--- src/rtl/multicycle_ctrl_pkg.sv ---
// Shared definitions for the multicycle controller: FSM state encoding,
// condition-code field values, instruction class values, ALU opcodes and
// the NZCV bit positions used by both the controller and cond_check.
package ctrl_pkg;

  // Controller states; the numeric values are visible on state_o
  typedef enum logic [3:0] {
    S_FETCH  = 4'd0,
    S_DECODE = 4'd1,
    S_MEMADR = 4'd2,
    S_MEMRD  = 4'd3,
    S_MEMWB  = 4'd4,
    S_MEMWR  = 4'd5,
    S_EXECR  = 4'd6,
    S_EXECI  = 4'd7,
    S_ALUWB  = 4'd8,
    S_BRANCH = 4'd9
  } state_e;

  // Condition field encodings (instruction bits 31:28)
  localparam logic [3:0] COND_EQ = 4'b0000;
  localparam logic [3:0] COND_NE = 4'b0001;
  localparam logic [3:0] COND_CS = 4'b0010;
  localparam logic [3:0] COND_CC = 4'b0011;
  localparam logic [3:0] COND_MI = 4'b0100;
  localparam logic [3:0] COND_PL = 4'b0101;
  localparam logic [3:0] COND_VS = 4'b0110;
  localparam logic [3:0] COND_VC = 4'b0111;
  localparam logic [3:0] COND_HI = 4'b1000;
  localparam logic [3:0] COND_LS = 4'b1001;
  localparam logic [3:0] COND_GE = 4'b1010;
  localparam logic [3:0] COND_LT = 4'b1011;
  localparam logic [3:0] COND_GT = 4'b1100;
  localparam logic [3:0] COND_LE = 4'b1101;
  localparam logic [3:0] COND_AL = 4'b1110;
  localparam logic [3:0] COND_NV = 4'b1111;

  // Instruction class encodings (instruction bits 27:26)
  localparam logic [1:0] OP_DP  = 2'b00;
  localparam logic [1:0] OP_MEM = 2'b01;
  localparam logic [1:0] OP_BR  = 2'b10;

  // ALU opcodes driven on alu_ctrl
  localparam logic [3:0] ALU_ADD = 4'b0100;
  localparam logic [3:0] ALU_SUB = 4'b0010;

  // Bit positions inside an NZCV nibble
  localparam int FLAG_N = 3;
  localparam int FLAG_Z = 2;
  localparam int FLAG_C = 1;
  localparam int FLAG_V = 0;

  // TST/TEQ/CMP/CMN share opcode[3:2]=10: they only update flags
  function automatic logic is_test_op(input logic [1:0] opcode_hi);
    return (opcode_hi == 2'b10);
  endfunction

endpackage

--- src/rtl/multicycle_ctrl_cond_check.sv ---
// Combinational evaluation of an instruction condition field against the
// stored NZCV flags. pass=1 means the instruction should execute.
module cond_check
  import ctrl_pkg::*;
(
  input  logic [3:0] cond,
  input  logic [3:0] flags,
  output logic       pass
);

  logic n_flag;
  logic z_flag;
  logic c_flag;
  logic v_flag;

  assign n_flag = flags[FLAG_N];
  assign z_flag = flags[FLAG_Z];
  assign c_flag = flags[FLAG_C];
  assign v_flag = flags[FLAG_V];

  // Decode the condition mnemonic into a pass/fail on the current flags
  always_comb begin
    pass = 1'b0;
    case (cond)
      COND_EQ: pass = z_flag;
      COND_NE: pass = ~z_flag;
      COND_CS: pass = c_flag;
      COND_CC: pass = ~c_flag;
      COND_MI: pass = n_flag;
      COND_PL: pass = ~n_flag;
      COND_VS: pass = v_flag;
      COND_VC: pass = ~v_flag;
      COND_HI: pass = c_flag & ~z_flag;
      COND_LS: pass = ~c_flag | z_flag;
      COND_GE: pass = (n_flag == v_flag);
      COND_LT: pass = (n_flag != v_flag);
      COND_GT: pass = ~z_flag & (n_flag == v_flag);
      COND_LE: pass = z_flag | (n_flag != v_flag);
      COND_AL: pass = 1'b1;
      COND_NV: pass = 1'b0;
      default: pass = 1'b0;
    endcase
  end

endmodule

--- src/rtl/multicycle_ctrl.sv ---
// Multicycle control unit for a small ARM-like datapath. Sequences fetch,
// decode, data-processing, load/store and branch instructions and keeps
// the architectural NZCV flags.
//
// Optional feature: define MULTICYCLE_CTRL_MEM_WAIT_EN to make FETCH, MEMRD
// and MEMWR wait for mem_ready. Without it every memory access completes
// in a single cycle and mem_ready is ignored.
//
// Datapath strobes are decoded combinationally from the current state and
// the instruction fields so FETCH can raise ir_write/pc_write in the very
// cycle memory reports ready. They are forced low while rst_n is low so a
// reset abandons any access immediately.
module multicycle_ctrl
  import ctrl_pkg::*;
(
  input  logic       clk,
  input  logic       rst_n,
  input  logic [3:0] cond,
  input  logic [1:0] op,
  input  logic       i_bit,
  input  logic [3:0] opcode,
  input  logic       s_bit,
  input  logic       u_bit,
  input  logic       l1_bit,
  input  logic       l2_bit,
  input  logic [3:0] alu_nzcv,
  input  logic       mem_ready,
  output logic       pc_write,
  output logic       ir_write,
  output logic       reg_write,
  output logic       mem_read,
  output logic       mem_write,
  output logic       flags_write,
  output logic       link_sel,
  output logic       adr_src,
  output logic       alu_src_b,
  output logic [3:0] alu_ctrl,
  output logic [3:0] flags_q,
  output logic [3:0] state_o
);

  state_e     state_q;
  state_e     state_d;
  logic [3:0] flags_d;
  logic       cond_pass;
  logic       mem_done;
  logic       test_op;

  logic pc_write_raw;
  logic ir_write_raw;
  logic reg_write_raw;
  logic mem_read_raw;
  logic mem_write_raw;
  logic flags_write_raw;
  logic link_sel_raw;

`ifdef MULTICYCLE_CTRL_MEM_WAIT_EN
  assign mem_done = mem_ready;
`else
  logic unused_mem_ready;
  assign unused_mem_ready = mem_ready;
  assign mem_done         = 1'b1;
`endif

  assign test_op = is_test_op(opcode[3:2]);
  assign state_o = state_q;

  cond_check u_cond_check (
    .cond  (cond),
    .flags (flags_q),
    .pass  (cond_pass)
  );

  // Next-state sequencing and the flag register update
  always_comb begin
    state_d = state_q;
    flags_d = flags_q;
    case (state_q)
      S_FETCH: begin
        if (mem_done) state_d = S_DECODE;
      end
      S_DECODE: begin
        if (!cond_pass) begin
          state_d = S_FETCH;
        end else begin
          case (op)
            OP_DP:   state_d = i_bit ? S_EXECI : S_EXECR;
            OP_MEM:  state_d = S_MEMADR;
            OP_BR:   state_d = S_BRANCH;
            default: state_d = S_FETCH;
          endcase
        end
      end
      S_EXECR:  state_d = S_ALUWB;
      S_EXECI:  state_d = S_ALUWB;
      S_ALUWB:  state_d = S_FETCH;
      S_MEMADR: state_d = l1_bit ? S_MEMRD : S_MEMWR;
      S_MEMRD: begin
        if (mem_done) state_d = S_MEMWB;
      end
      S_MEMWB:  state_d = S_FETCH;
      S_MEMWR: begin
        if (mem_done) state_d = S_FETCH;
      end
      S_BRANCH: state_d = S_FETCH;
      default:  state_d = S_FETCH;
    endcase
    if (flags_write_raw) flags_d = alu_nzcv;
  end

  // Moore decode of datapath controls from the current state and fields
  always_comb begin
    pc_write_raw    = 1'b0;
    ir_write_raw    = 1'b0;
    reg_write_raw   = 1'b0;
    mem_read_raw    = 1'b0;
    mem_write_raw   = 1'b0;
    flags_write_raw = 1'b0;
    link_sel_raw    = 1'b0;
    adr_src         = 1'b0;
    alu_src_b       = 1'b0;
    alu_ctrl        = ALU_ADD;
    case (state_q)
      S_FETCH: begin
        mem_read_raw = 1'b1;
        ir_write_raw = mem_done;
        pc_write_raw = mem_done;
      end
      S_EXECR: begin
        alu_ctrl = opcode;
      end
      S_EXECI: begin
        alu_ctrl  = opcode;
        alu_src_b = 1'b1;
      end
      S_ALUWB: begin
        reg_write_raw   = ~test_op;
        flags_write_raw = s_bit | test_op;
      end
      S_MEMADR: begin
        alu_ctrl  = u_bit ? ALU_ADD : ALU_SUB;
        alu_src_b = 1'b1;
      end
      S_MEMRD: begin
        mem_read_raw = 1'b1;
        adr_src      = 1'b1;
      end
      S_MEMWB: begin
        reg_write_raw = 1'b1;
      end
      S_MEMWR: begin
        mem_write_raw = 1'b1;
        adr_src       = 1'b1;
      end
      S_BRANCH: begin
        pc_write_raw  = 1'b1;
        alu_ctrl      = ALU_ADD;
        alu_src_b     = 1'b1;
        reg_write_raw = l2_bit;
        link_sel_raw  = l2_bit;
      end
      default: begin
        alu_ctrl = ALU_ADD;
      end
    endcase
  end

  assign pc_write    = pc_write_raw    & rst_n;
  assign ir_write    = ir_write_raw    & rst_n;
  assign reg_write   = reg_write_raw   & rst_n;
  assign mem_read    = mem_read_raw    & rst_n;
  assign mem_write   = mem_write_raw   & rst_n;
  assign flags_write = flags_write_raw & rst_n;
  assign link_sel    = link_sel_raw    & rst_n;

  // State and flag registers with synchronous active-low reset
  always_ff @(posedge clk) begin
    if (!rst_n) begin
      state_q <= S_FETCH;
      flags_q <= 4'b0000;
    end else begin
      state_q <= state_d;
      flags_q <= flags_d;
    end
  end

endmodule

--- config.mk ---
export PLATFORM = sky130hd
export DESIGN_NAME = multicycle_ctrl
export DESIGN_NICKNAME = d
export VERILOG_FILES = /design/src/rtl/multicycle_ctrl_pkg.sv /design/src/rtl/multicycle_ctrl_cond_check.sv /design/src/rtl/multicycle_ctrl.sv
export SDC_FILE = /design/constraint.sdc
export NUM_CORES = 1
export LEC_CHECK = 0
export CAP_MARGIN = 30
export CELL_PAD_IN_SITES_DETAIL_PLACEMENT = 2
export CELL_PAD_IN_SITES_GLOBAL_PLACEMENT = 2
export CORE_UTILIZATION = 29
export CTS_BUF_LIST = sky130_fd_sc_hd__clkbuf_4
export DETAILED_ROUTE_END_ITERATION = 6
export DONT_BUFFER_PORTS = 1
export PLACE_DENSITY = 0.81
export REMOVE_ABC_BUFFERS = 1
export SLEW_MARGIN = 20
export SYNTH_ARGS = -nofsm -noshare
export SYNTH_HDL_FRONTEND = slang
export SYNTH_SLANG_ARGS = --single-unit
--- constraint.sdc ---
create_clock -name clk -period 1.5 [get_ports clk]
set_input_delay 0.45 -clock clk [delete_from_list [all_inputs] [get_ports clk]]
set_output_delay 0.45 -clock clk [all_outputs]
set_load 0.05 [all_outputs]
==> flow_summary.json, run 1 <==
{
  "status": "stopped before the end",
  "last_stage_reached": "global routing (5_1_grt)",
  "error_line": "[ERROR DPL-0033] detailed placement checks failed during check placement.",
  "synthMuxAreaShare_pct": 7.421,
  "synth-simple-area-share_pct": 32.10,
  "boundary_pins": 43,
  "die-width_microns": 50.23,
  "port-buffer-count": 0,
  "synth_top_cell_by_area": "sky130_fd_sc_hd__dfxtp_1",
  "synth_top_area_share_pct": 23.75,
  "synth.avg_cell_area_sq_um": 7.752,
  "hpwlAfterDp_mm": 2.396,
  "synth.top_cells.by_area": "sky130_fd_sc_hd__dfxtp_1 24%, sky130_fd_sc_hd__mux2i_1 7.4%, sky130_fd_sc_hd__xnor2_1 6.5%",
  "synth_seq_cells": 8,
  "die_height_microns": 50.23,
  "postSynthCellCount": 87,
  "synth.distinct_cells": 34,
  "worstEndpointType": "top-level output",
  "worst_endpoint": "reg_write",
  "synth.cell_area_sq_um": 674.4,
  "cts_buf_count": 3,
  "clock_tree.buffer_depth": 2,
  "combinational_family_with_the_most_area_after_synthesis": "simple AND/OR/NAND/NOR gates",
  "post_synth_xor_xnor_area_pct": 10.39,
  "initial_utilization_pct": 30.49,
  "final_wtd_congestion": 0.8331,
  "synth.yosys.warnings": 0,
  "antenna_found_initial": 0,
  "htree_num_levels": 1,
  "grt_start_max_net_pins": 11,
  "share_of_synthesized_cell_area_in_full_adder_half_adder_and_majority_cells_pct": 0,
  "yosysSeqAreaShare_pct": 23.75,
  "compound_cell_area_share_of_the_yosys_netlist_pct": 21.89,
  "fp-row-count": 17,
  "cts_root_buffer": "sky130_fd_sc_hd__clkbuf_4",
  "dpl_worst_slack_ns": -0.2995,
  "clk_sinks": 8
}
## kinds of logic after synthesis
logic type | after synthesis
AND/OR/NAND/NOR | 40
XOR/XNOR | 8
AO/OA/AOI/OAI | 18
flip-flops | 8
buffers and inverters | 8
multiplexers | 5
## synth_stat cells, drive strengths merged
| library cell | instances |
|---|---|
| a22oi | 1 |
| nor4 | 3 |
| nor2b | 2 |
| nand3 | 2 |
| dfxtp | 8 |
| nor3 | 7 |
| o21ba | 1 |
| xor2 | 3 |
| a21oi | 2 |
| o21ai | 4 |
| or3 | 1 |
| and3 | 2 |
| nand2b | 5 |
| mux2i | 5 |
| and2b | 1 |
| o21bai | 1 |
| nand2 | 4 |
| buf | 1 |
| clkinv | 1 |
| xnor2 | 5 |
| or4 | 1 |
| or3b | 1 |
| a221o | 1 |
| nor2 | 10 |
| o22ai | 3 |
| clkbuf | 3 |
| inv | 3 |
| a311oi | 1 |
| o32ai | 3 |
| a2bb2oi | 1 |
| and2 | 1 |
## through the flow
step | instance area, sq um | cells | setup TNS, ns | hold slack (ns)
after floorplan | 659.4 | 83 | -14.05 | 0.5710
after global placement | 1003 | 148 | -0.9566 | 0.5754
after detailed placement | 1003 | 148 | -2.425 | 0.5838
after CTS | 1275 | 159 | -3.648 | 0.2921
## repair_timing
item | 4_1_cts
setup buffers | 7
hold buffers | 0
gates cloned | 1
hold endpoints to repair | 0
setup endpoints to repair | 19
pin swaps | 13
resized for setup | 46
==> inputs of run 2 (changes only) <==
--- a/config.mk
+++ b/config.mk
@@ -6,13 +6,11 @@
 export NUM_CORES = 1
 export LEC_CHECK = 0
 export CAP_MARGIN = 30
-export CELL_PAD_IN_SITES_DETAIL_PLACEMENT = 2
-export CELL_PAD_IN_SITES_GLOBAL_PLACEMENT = 2
-export CORE_UTILIZATION = 29
-export CTS_BUF_LIST = sky130_fd_sc_hd__clkbuf_4
+export CORE_AREA = 2 2 63 65
 export DETAILED_ROUTE_END_ITERATION = 6
+export DIE_AREA = 0 0 65 67
 export DONT_BUFFER_PORTS = 1
-export PLACE_DENSITY = 0.81
+export PLACE_DENSITY_LB_ADDON = 0.15
 export REMOVE_ABC_BUFFERS = 1
 export SLEW_MARGIN = 20
 export SYNTH_ARGS = -nofsm -noshare
==> constraint.sdc (replaced) <==
create_clock -name clk -period 1.95 [get_ports clk]
set_input_delay 0.585 -clock clk [delete_from_list [all_inputs] [get_ports clk]]
set_output_delay 0.585 -clock clk [all_outputs]
set_load 0.05 [all_outputs]
==> run 2 against run 1 <==
Compared with the run above: synthesized area stayed put; synthesized cell count stayed put; the flow now finishes without violations.
==> flow_summary.json, run 2 <==
{
  "power-per-cell-area_mw_per_mm2": 545.4,
  "yosysSeqAreaShare_pct": 23.75,
  "crit_type": "flop to output pin",
  "cp.arrival_ns": 1.31,
  "holdPathStages": 1,
  "synthFlopType": "sky130_fd_sc_hd__dfxtp_1",
  "report.final.setup_viol": 0,
  "startpoint": "state_o[2]",
  "clock_power_share_pct": 31.9,
  "design.die.area_sq_mm": 0.004355,
  "postSynthCellCount": 87,
  "antenna_found_initial": 0,
  "asyncSetResetFlopFracSynth_pct": 0,
  "clk_transition_reported_paths_ns": 0.04,
  "area_growth_syn_to_layout_pct": 62.52,
  "cts_root_buffer": "sky130_fd_sc_hd__clkbuf_8",
  "share_of_synthesized_cell_area_in_full_adder_half_adder_and_majority_cells_pct": 0,
  "timing.critical_path.required_ns": 1.36,
  "synth_seq_cells": 8,
  "crit_path_end_kind": "output pin",
  "met2_usage_pct": 14.69,
  "initial_utilization_pct": 18.70,
  "whs_ns": 0.4774,
  "crit_path_max_fanout": 4,
  "final_wtd_congestion": 0.6755,
  "power_switching_share_pct": 34.39,
  "fp-row-count": 22,
  "worst_slew_pin_slew_ns": 0.3617,
  "synth-simple-area-share_pct": 32.10,
  "fmaxAchievable_ghz": 0.5271,
  "final-hold-violation-count": 0,
  "post_synth_xor_xnor_area_pct": 10.39,
  "regToRegStartpoint": "flags_q[1]",
  "r2r_setup_slack_ns": 0.35,
  "die-width_microns": 65,
  "final.setup_skew_ns": 0.001396,
  "final_design_area_no_fill_sq_mm": 0.001096,
  "p_int_uw": 392.2,
  "port-buffer-count": 0,
  "num_vias": 731,
  "synth_top_area_share_pct": 23.75,
  "drive_gt1_share_pct": 45.69,
  "status": "complete, no violations",
  "clock_tree.buffer_depth": 2,
  "synth.avg_cell_area_sq_um": 7.752,
  "drt_wl_total_mm": 2.074,
  "grt_use_met1_pct": 12.21,
  "netlist_top_cells_count": "10 x sky130_fd_sc_hd__nor2_1, 8 x sky130_fd_sc_hd__dfxtp_1, 7 x sky130_fd_sc_hd__nor3_1",
  "sort_of_element_at_the_start_of_the_critical_path": "flop",
  "cts_hold_buffers": 0,
  "die_height_microns": 67,
  "busiest_layer": "met2",
  "timing_max_transition_violations_final": 0,
  "final.min_clock_period_ns": 1.897,
  "globalRoute.totalOverflow": 0,
  "route.detailed.wl_per_inst_microns": 12.65,
  "htree_num_levels": 1,
  "compound_cell_area_share_of_the_yosys_netlist_pct": 21.89,
  "most_frequent_standard_cell_in_the_layout_excluding_fill_and_tap_cells": "sky130_fd_sc_hd__buf_4",
  "combinationalPowerShare_pct": 37.3,
  "grt_pass1_vias": 687,
  "drt_iter0_drc": 13,
  "fin_crit_sh_pct": 97.29,
  "globalRouteTotalUtil_pct": 9.405,
  "coreArea_sq_mm": 0.003606,
  "seq_power_share_pct": 30.7,
  "p_leak_nw": 0.4701,
  "total_switching_power_uw": 205.5,
  "use_met3_pct": 4.899,
  "layout.cells.most_common_list": "23 x sky130_fd_sc_hd__buf_4, 10 x sky130_fd_sc_hd__nor2_1",
  "antenna_left": 0,
  "synth_top_cell_by_area": "sky130_fd_sc_hd__dfxtp_1",
  "final_core_utilization_pct": 30.40,
  "nets": 140,
  "irDropWorstVdd_mv": 0.3615,
  "synth_enable_flop_cells": 0,
  "clk_sinks": 8,
  "cap_violations": 0,
  "tritoncts": "built",
  "slew_headroom_pct": 75.63,
  "hold_class": "input port to flop",
  "synthMuxAreaShare_pct": 7.421,
  "worst_r2r_path_depth": 5,
  "global_route_wire_length_before_repair_mm": 3.215,
  "combinational_family_with_the_most_area_after_synthesis": "simple AND/OR/NAND/NOR gates",
  "grt_start_max_net_pins": 9,
  "clock_insertion_delay_worst_skew_ns": 0.22,
  "drc_violations": 0,
  "route.detailed.vias_per_inst": 4.457,
  "synth.distinct_cells": 34,
  "synth.yosys.warnings": 0,
  "boundary_pins": 43,
  "rsz0062_at_grt": "yes",
  "cts_buf_count": 3,
  "antennaDiodeCount": 0,
  "synthMostInstantiatedCell": "sky130_fd_sc_hd__nor2_1",
  "hpwlAfterDp_mm": 1.697,
  "hold_start": "op[1]",
  "placement.cell_area_sq_um": 960.9,
  "synth.cell_area_sq_um": 674.4,
  "detail_route.first_pass.iterations": 4,
  "synth.top_cells.by_area": "sky130_fd_sc_hd__dfxtp_1 24%, sky130_fd_sc_hd__mux2i_1 7.4%, sky130_fd_sc_hd__xnor2_1 6.5%",
  "fin_tns_setup_ns": 0
}
-- run 2: cell counts after synthesis --
Identical to the previous run, type by type.
-- run 2: cell type report --
class	count	area (sq um)
clock buffers	3	41.29
fillers	404	2510
inverters	4	15.01
multi-input cells	71	545.5
flip-flops and latches	8	165.2
well taps	48	60.06
repair buffers	30	269.0
-- run 2: logic make-up after synthesis --
| family | after synthesis |
|---|---|
| compound gates | 18 |
| xor+xnor | 8 |
| buf+inv | 8 |
| flops | 8 |
| mux | 5 |
| simple gates | 40 |
-- run 2: worst max-delay path, stage by stage, from the launching register on --
cell and delay [ns]:
sky130_fd_sc_hd__dfxtp_2 0.33, sky130_fd_sc_hd__nand2b_4 0.16, sky130_fd_sc_hd__o21ai_2 0.12, sky130_fd_sc_hd__a2bb2oi_1 0.07
sky130_fd_sc_hd__nor3_1 0.18, sky130_fd_sc_hd__buf_4 0.23
-- run 2: repair_timing --
item | in CTS | in global routing
pin swaps | 0 | 4
setup endpoints to repair | 4 | 12
hold endpoints to repair | 0 | 0
buffers inserted | 0 | 2
resized for setup | 5 | 17
-- run 2: power by group through the flow --
stage	clock network [mW]	registers [mW]	logic [mW]
finish	0.191	0.184	0.223
global route	0.211	0.185	0.241
CTS	0.202	0.181	0.208
detailed placement	0	0.184	0.206
global placement	0	0.183	0.205
floorplan	0	0.211	0.119
-- run 2: metal layers --
layer  vias to the layer above  wire (microns)
li1                        373               -
met1                       332             990
met2                        26             905
met3                         0             178
met4                         0               0
met5                         -               0
-- run 2: final timing paths --
kind / to
max: reg_write
min: state_o[2]
max reg2reg: state_o[2]
min reg2reg: state_o[3]
-- run 2: per-stage QoR --
stage          instances  total power, mW  setup WS [ns]
2_1_floorplan         83           0.3292        -0.9576
3_3_place_gp         159           0.3888        0.06751
3_5_place_dp         159           0.3896        0.02809
4_1_cts              162           0.5911      0.0009904
5_1_grt              164           0.6363      -0.006602
6_report             164           0.5978        0.05290
(Power assumes the default switching activity.)
==> inputs of run 3 (changes only) <==
--- a/config.mk
+++ b/config.mk
@@ -11,7 +11,6 @@
 export DIE_AREA = 0 0 65 67
 export DONT_BUFFER_PORTS = 1
 export PLACE_DENSITY_LB_ADDON = 0.15
-export REMOVE_ABC_BUFFERS = 1
 export SLEW_MARGIN = 20
 export SYNTH_ARGS = -nofsm -noshare
 export SYNTH_HDL_FRONTEND = slang
==> run 3 against run 2 <==
Compared with the run above: die area unchanged; sequential share of layout area fell by 1.2 points; flip-flop and latch count unchanged; worst setup slack worse by 0.024 ns; power increased by 11%; sequential power grew 7%; fmax is 1.2% lower; critical path type unchanged; largest power group unchanged.
==> flow_summary.json, run 3 (same netlist as run 2, synthesis figures left out) <==
{
  "drt_wl_total_mm": 2.148,
  "drive_gt1_share_pct": 54.46,
  "worst_slew_pin_slew_ns": 0.4065,
  "nets": 135,
  "mappedNetlistNets": 109,
  "cts_buf_count": 3,
  "final.setup_skew_ns": 0.006294,
  "critPathMaxStageDelay_ns": 0.38,
  "report.final.setup_viol": 0,
  "power-per-cell-area_mw_per_mm2": 527.4,
  "die_height_microns": 67,
  "clk_transition_reported_paths_ns": 0.04,
  "drt_iter0_drc": 21,
  "timing.critical_path.required_ns": 1.36,
  "cap_violations": 0,
  "final_core_utilization_pct": 34.91,
  "antenna_found_initial": 0,
  "slew_headroom_pct": 72.61,
  "total_switching_power_uw": 237.0,
  "drc_violations": 0,
  "status": "complete, no violations",
  "power_switching_share_pct": 35.70,
  "tritoncts": "built",
  "port-buffer-count": 0,
  "clk_sinks": 8,
  "boundary_pins": 43,
  "grt_pass1_vias": 766,
  "crit_path_cell_trace": "nand2b_4 > o21ai_2 > a2bb2oi_2 > nor3_4 > buf_12",
  "hold_class": "input port to flop",
  "fillers": 379,
  "cts_root_buffer": "sky130_fd_sc_hd__clkbuf_8",
  "cp.arrival_ns": 1.34,
  "combinationalPowerShare_pct": 40.1,
  "final-hold-violation-count": 0,
  "fp-row-count": 22,
  "postLayoutSetupSlackWorst_ns": 0.02905,
  "clock_tree.buffer_depth": 2,
  "rsz0062_at_grt": "yes",
  "global_route_wire_length_before_repair_mm": 3.539,
  "fmaxAchievable_ghz": 0.5206,
  "irDropWorstVdd_mv": 0.1691,
  "timing_max_transition_violations_final": 0,
  "initial_utilization_pct": 18.70,
  "grt_start_max_net_pins": 12,
  "sort_of_element_at_the_start_of_the_critical_path": "flop",
  "dpl_worst_slack_ns": 0.004670,
  "design.die.area_sq_mm": 0.004355,
  "final.min_clock_period_ns": 1.921,
  "antenna_left": 0,
  "crit_path_end_kind": "output pin",
  "seq_power_share_pct": 29.5,
  "coreArea_sq_mm": 0.003606,
  "most_frequent_standard_cell_in_the_layout_excluding_fill_and_tap_cells": "sky130_fd_sc_hd__buf_4",
  "final_wtd_congestion": 0.7918,
  "worst_path_max_delay_cell": "sky130_fd_sc_hd__dfxtp_4",
  "hpwlAfterDp_mm": 1.786,
  "crit_path_max_fanout": 9,
  "area_growth_syn_to_layout_pct": 86.64,
  "globalRouteTotalUtil_pct": 10.74,
  "route.detailed.wl_per_inst_microns": 13.43,
  "fin_crit_sh_pct": 98.51,
  "die-width_microns": 65,
  "antennaDiodeCount": 0,
  "globalRoute.totalOverflow": 0,
  "p_leak_nw": 0.4845,
  "clock_power_share_pct": 30.5,
  "route.detailed.vias_per_inst": 4.569,
  "htree_num_levels": 1,
  "p_int_uw": 426.8,
  "fin_tns_setup_ns": 0,
  "crit_type": "flop to output pin",
  "num_vias": 731,
  "clock_insertion_delay_worst_skew_ns": 0.23,
  "detail_route.first_pass.iterations": 4,
  "layout.cells.most_common_list": "13 x sky130_fd_sc_hd__buf_4, 10 x sky130_fd_sc_hd__buf_12, 7 x sky130_fd_sc_hd__nor2_1"
}
run 3: timing repair:
item / 4_1_cts / 5_1_grt
resized for setup: 4 / 5
setup buffers: 0 / 1
pin swaps: 1 / 2
hold buffers: 0 / 0
setup endpoints to repair: 6 / 7
run 3: area by class of cell:
class / instances / area (sq um) / share of cell area (%)
Sequential cell: 8 / 175.2 / 13.92
Timing Repair Buffer: 25 / 320.3 / 25.45
Inverter: 4 / 15.01 / 1.193
Multi-Input combinational cell: 71 / 643.1 / 51.09
Tap cell: 48 / 60.06 / 4.771
Clock buffer: 4 / 45.04 / 3.579
run 3: critical path: cells and delay by family, from the launching register on:
family	cells	cell delay, ns
compound gates	2	0.22
buf+inv	1	0.16
simple gates	2	0.35
flops	1	0.38
run 3: worst paths after layout:
| path | start | to | slack [ns] | cells past startpoint |
|---|---|---|---|---|
| setup / recovery | state_o[2] | reg_write | 0.03 | 5 |
| hold / removal | op[1] | state_o[2] | 0.46 | 1 |
| setup reg to reg | flags_q[1] | state_o[2] | 0.35 | 5 |
| hold reg to reg | state_o[3] | state_o[1] | 0.70 | 2 |
run 3: per-stage QoR:
step | area (sq um) | power, mW | hold WS [ns] | std cells
6_report | 1259 | 0.6638 | 0.4648 | 160
5_1_grt | 1259 | 0.7059 | 0.4552 | 160
4_1_cts | 1229 | 0.6737 | 0.4559 | 159
3_5_place_dp | 1167 | 0.4594 | 0.6558 | 155
3_3_place_gp | 1167 | 0.4561 | 0.6366 | 155
2_1_floorplan | 850.8 | 0.3779 | 0.6961 | 87
run 3: power groups by stage:
stage	combinational (mW)	sequential [mW]	clock, mW
final	0.266	0.196	0.202
after global routing	0.284	0.197	0.225
after CTS	0.265	0.194	0.214
after detailed placement	0.263	0.196	0
after global placement	0.260	0.196	0
after floorplan	0.177	0.201	0
run 3: routing by layer:
metal  vias up  part of all wire [%]  GRT usage [%]
li1        369                     -              -
met4         0                   1.3          6.383
met1       340                    42          12.26
met2        20                    49          17.01
met3         2                   7.6          4.054
met5         -                     0              0
==> inputs of run 4 (changes only) <==
==> constraint.sdc (replaced) <==
create_clock -name clk -period 1.95 [get_ports clk]
set_input_delay 0.585 -clock clk [delete_from_list [all_inputs] [get_ports clk]]
set_output_delay 0.585 -clock clk [all_outputs]
set_load 0.02 [all_outputs]
==> run 4 against run 3 <==
Compared with the run above: global-route usage down 0.65 points; clock-buffer cell count down 1; fmax up 4.3%; cell count down 1.9%; clock skew about the same; largest power group is now the clock network.
==> flow_summary.json, run 4 (same netlist as run 2, synthesis figures left out) <==
{
  "sort_of_element_at_the_start_of_the_critical_path": "flop",
  "clock_tree.buffer_depth": 2,
  "crit_path_cell_trace": "nand2b_2 > o21ai_1 > a2bb2oi_1 > nor3_2 > buf_4",
  "p_leak_nw": 0.4121,
  "antenna_found_initial": 0,
  "num_vias": 718,
  "boundary_pins": 43,
  "startpoint": "state_o[2]",
  "grt_start_max_net_pins": 11,
  "fp-row-count": 22,
  "initial_utilization_pct": 18.70,
  "regToRegStartpoint": "flags_q[2]",
  "final_wtd_congestion": 0.6796,
  "final-hold-violation-count": 0,
  "whs_ns": 0.4857,
  "final.min_clock_period_ns": 1.842,
  "final.setup_skew_ns": 0.005805,
  "die_height_microns": 67,
  "cts_root_buffer": "sky130_fd_sc_hd__clkbuf_8",
  "drive_gt1_share_pct": 39.45,
  "worst_slew_pin_slew_ns": 0.3813,
  "grt_pass1_vias": 776,
  "globalRoute.totalOverflow": 0,
  "die-width_microns": 65,
  "timing_max_transition_violations_final": 0,
  "cap_violations": 0,
  "fin_crit_sh_pct": 94.46,
  "global_route_wire_length_before_repair_mm": 3.456,
  "detail_route.first_pass.iterations": 4,
  "hpwlAfterDp_mm": 1.685,
  "worst_r2r_path_depth": 5,
  "antennaDiodeCount": 0,
  "drc_violations": 0,
  "critPathMaxStageDelay_ns": 0.33,
  "area_growth_syn_to_layout_pct": 43.41,
  "final_design_area_no_fill_sq_um": 967.2,
  "power-per-cell-area_mw_per_mm2": 563.5,
  "slew_headroom_pct": 74.31,
  "mappedNetlistNets": 109,
  "clk_transition_reported_paths_ns": 0.04,
  "clk_sinks": 8,
  "placement.cell_area_sq_um": 899.6,
  "antenna_left": 0,
  "rsz0062_at_grt": "yes",
  "crit_type": "flop to output pin",
  "layout.cells.most_common_list": "23 x sky130_fd_sc_hd__buf_4, 9 x sky130_fd_sc_hd__nor2_1, 6 x sky130_fd_sc_hd__dfxtp_1",
  "fmaxAchievable_ghz": 0.5429,
  "nets": 133,
  "tritoncts": "built",
  "cp.arrival_ns": 1.26,
  "globalRouteTotalUtil_pct": 10.09,
  "report.final.setup_viol": 0,
  "route.detailed.wl_per_inst_microns": 13.10,
  "crit_path_end_kind": "output pin",
  "cts_buf_count": 3,
  "drt_wl_total_mm": 2.056,
  "crit_path_max_fanout": 5,
  "htree_num_levels": 1,
  "port-buffer-count": 0,
  "irDropWorstVdd_mv": 0.3235,
  "holdPathStages": 1,
  "design.die.area_sq_mm": 0.004355,
  "coreArea_sq_mm": 0.003606,
  "drt_iter0_drc": 37,
  "timing.critical_path.required_ns": 1.36,
  "worst_path_max_delay_cell": "sky130_fd_sc_hd__dfxtp_1",
  "route.detailed.vias_per_inst": 4.573,
  "hold_start": "op[1]",
  "clock_insertion_delay_worst_skew_ns": 0.23,
  "status": "complete, no violations",
  "post_cts.repair.setup_buffers": 0,
  "hold_class": "input port to flop",
  "most_frequent_standard_cell_in_the_layout_excluding_fill_and_tap_cells": "sky130_fd_sc_hd__buf_4"
}
-- run 4: changes by cell type in the layout (fill, tap and decap cells not counted), sizes merged --
cell / previous run / this run
buf: 25 / 23
clkbuf: 4 / 3
-- run 4: path summary, 6_finish.rpt --
check                to  slack, ns
max           reg_write       0.11
min          state_o[2]       0.49
max reg2reg  state_o[2]       0.35
min reg2reg  state_o[3]       0.67
-- run 4: metrics by stage --
stage	total power, mW	setup TNS [ns]	cells	utilization (%)	setup slack, ns
floorplan	0.2916	-0.08242	87	-	-0.04350
global placement	0.3470	0	154	24.95	0.06134
detailed placement	0.3476	0	154	24.95	0.06971
CTS	0.5481	0	157	26.30	0.002509
global route	0.5811	-0.008397	157	26.82	-0.006669
finish	0.5450	0	157	26.82	0.1079
-- run 4: where the power goes --
group	switching [mW]	internal, mW	leakage, nW
Clock	0.0617	0.133	0.0216
Sequential	0.0148	0.172	0.0655
Combinational	0.0849	0.0786	0.325
-- run 4: metal layers --
metal	up-vias	global-route usage, %	share of wire, %
li1	358	-	-
met1	326	11.82	42
met2	34	17.65	48
met3	0	3.885	9.1
met4	0	1.596	0
met5	-	0	0
-- run 4: worst max-delay path, delay by kind of cell, from the launching register on --
kind / cells / cell delay (ns)
buffers and inverters: 1 / 0.16
DFF: 1 / 0.33
and+or+nand+nor: 2 / 0.33
AOI/OAI and AO/OA: 2 / 0.22
-- run 4: repair_timing --
item | in CTS | in global routing
endpoints found under the setup margin | 3 | 12
hold buffers | 0 | 0
endpoints found under the hold margin | 0 | 0
gates resized for setup | 2 | 8
-- run 4: final cells by class --
cell class,instances,area [sq um]
Tap cell,48,60.06
Timing Repair Buffer,23,172.7
Sequential cell,8,162.7
Fill cell,388,2639
Clock buffer,3,41.29
Multi-Input combinational cell,71,515.5
Inverter,4,15.01
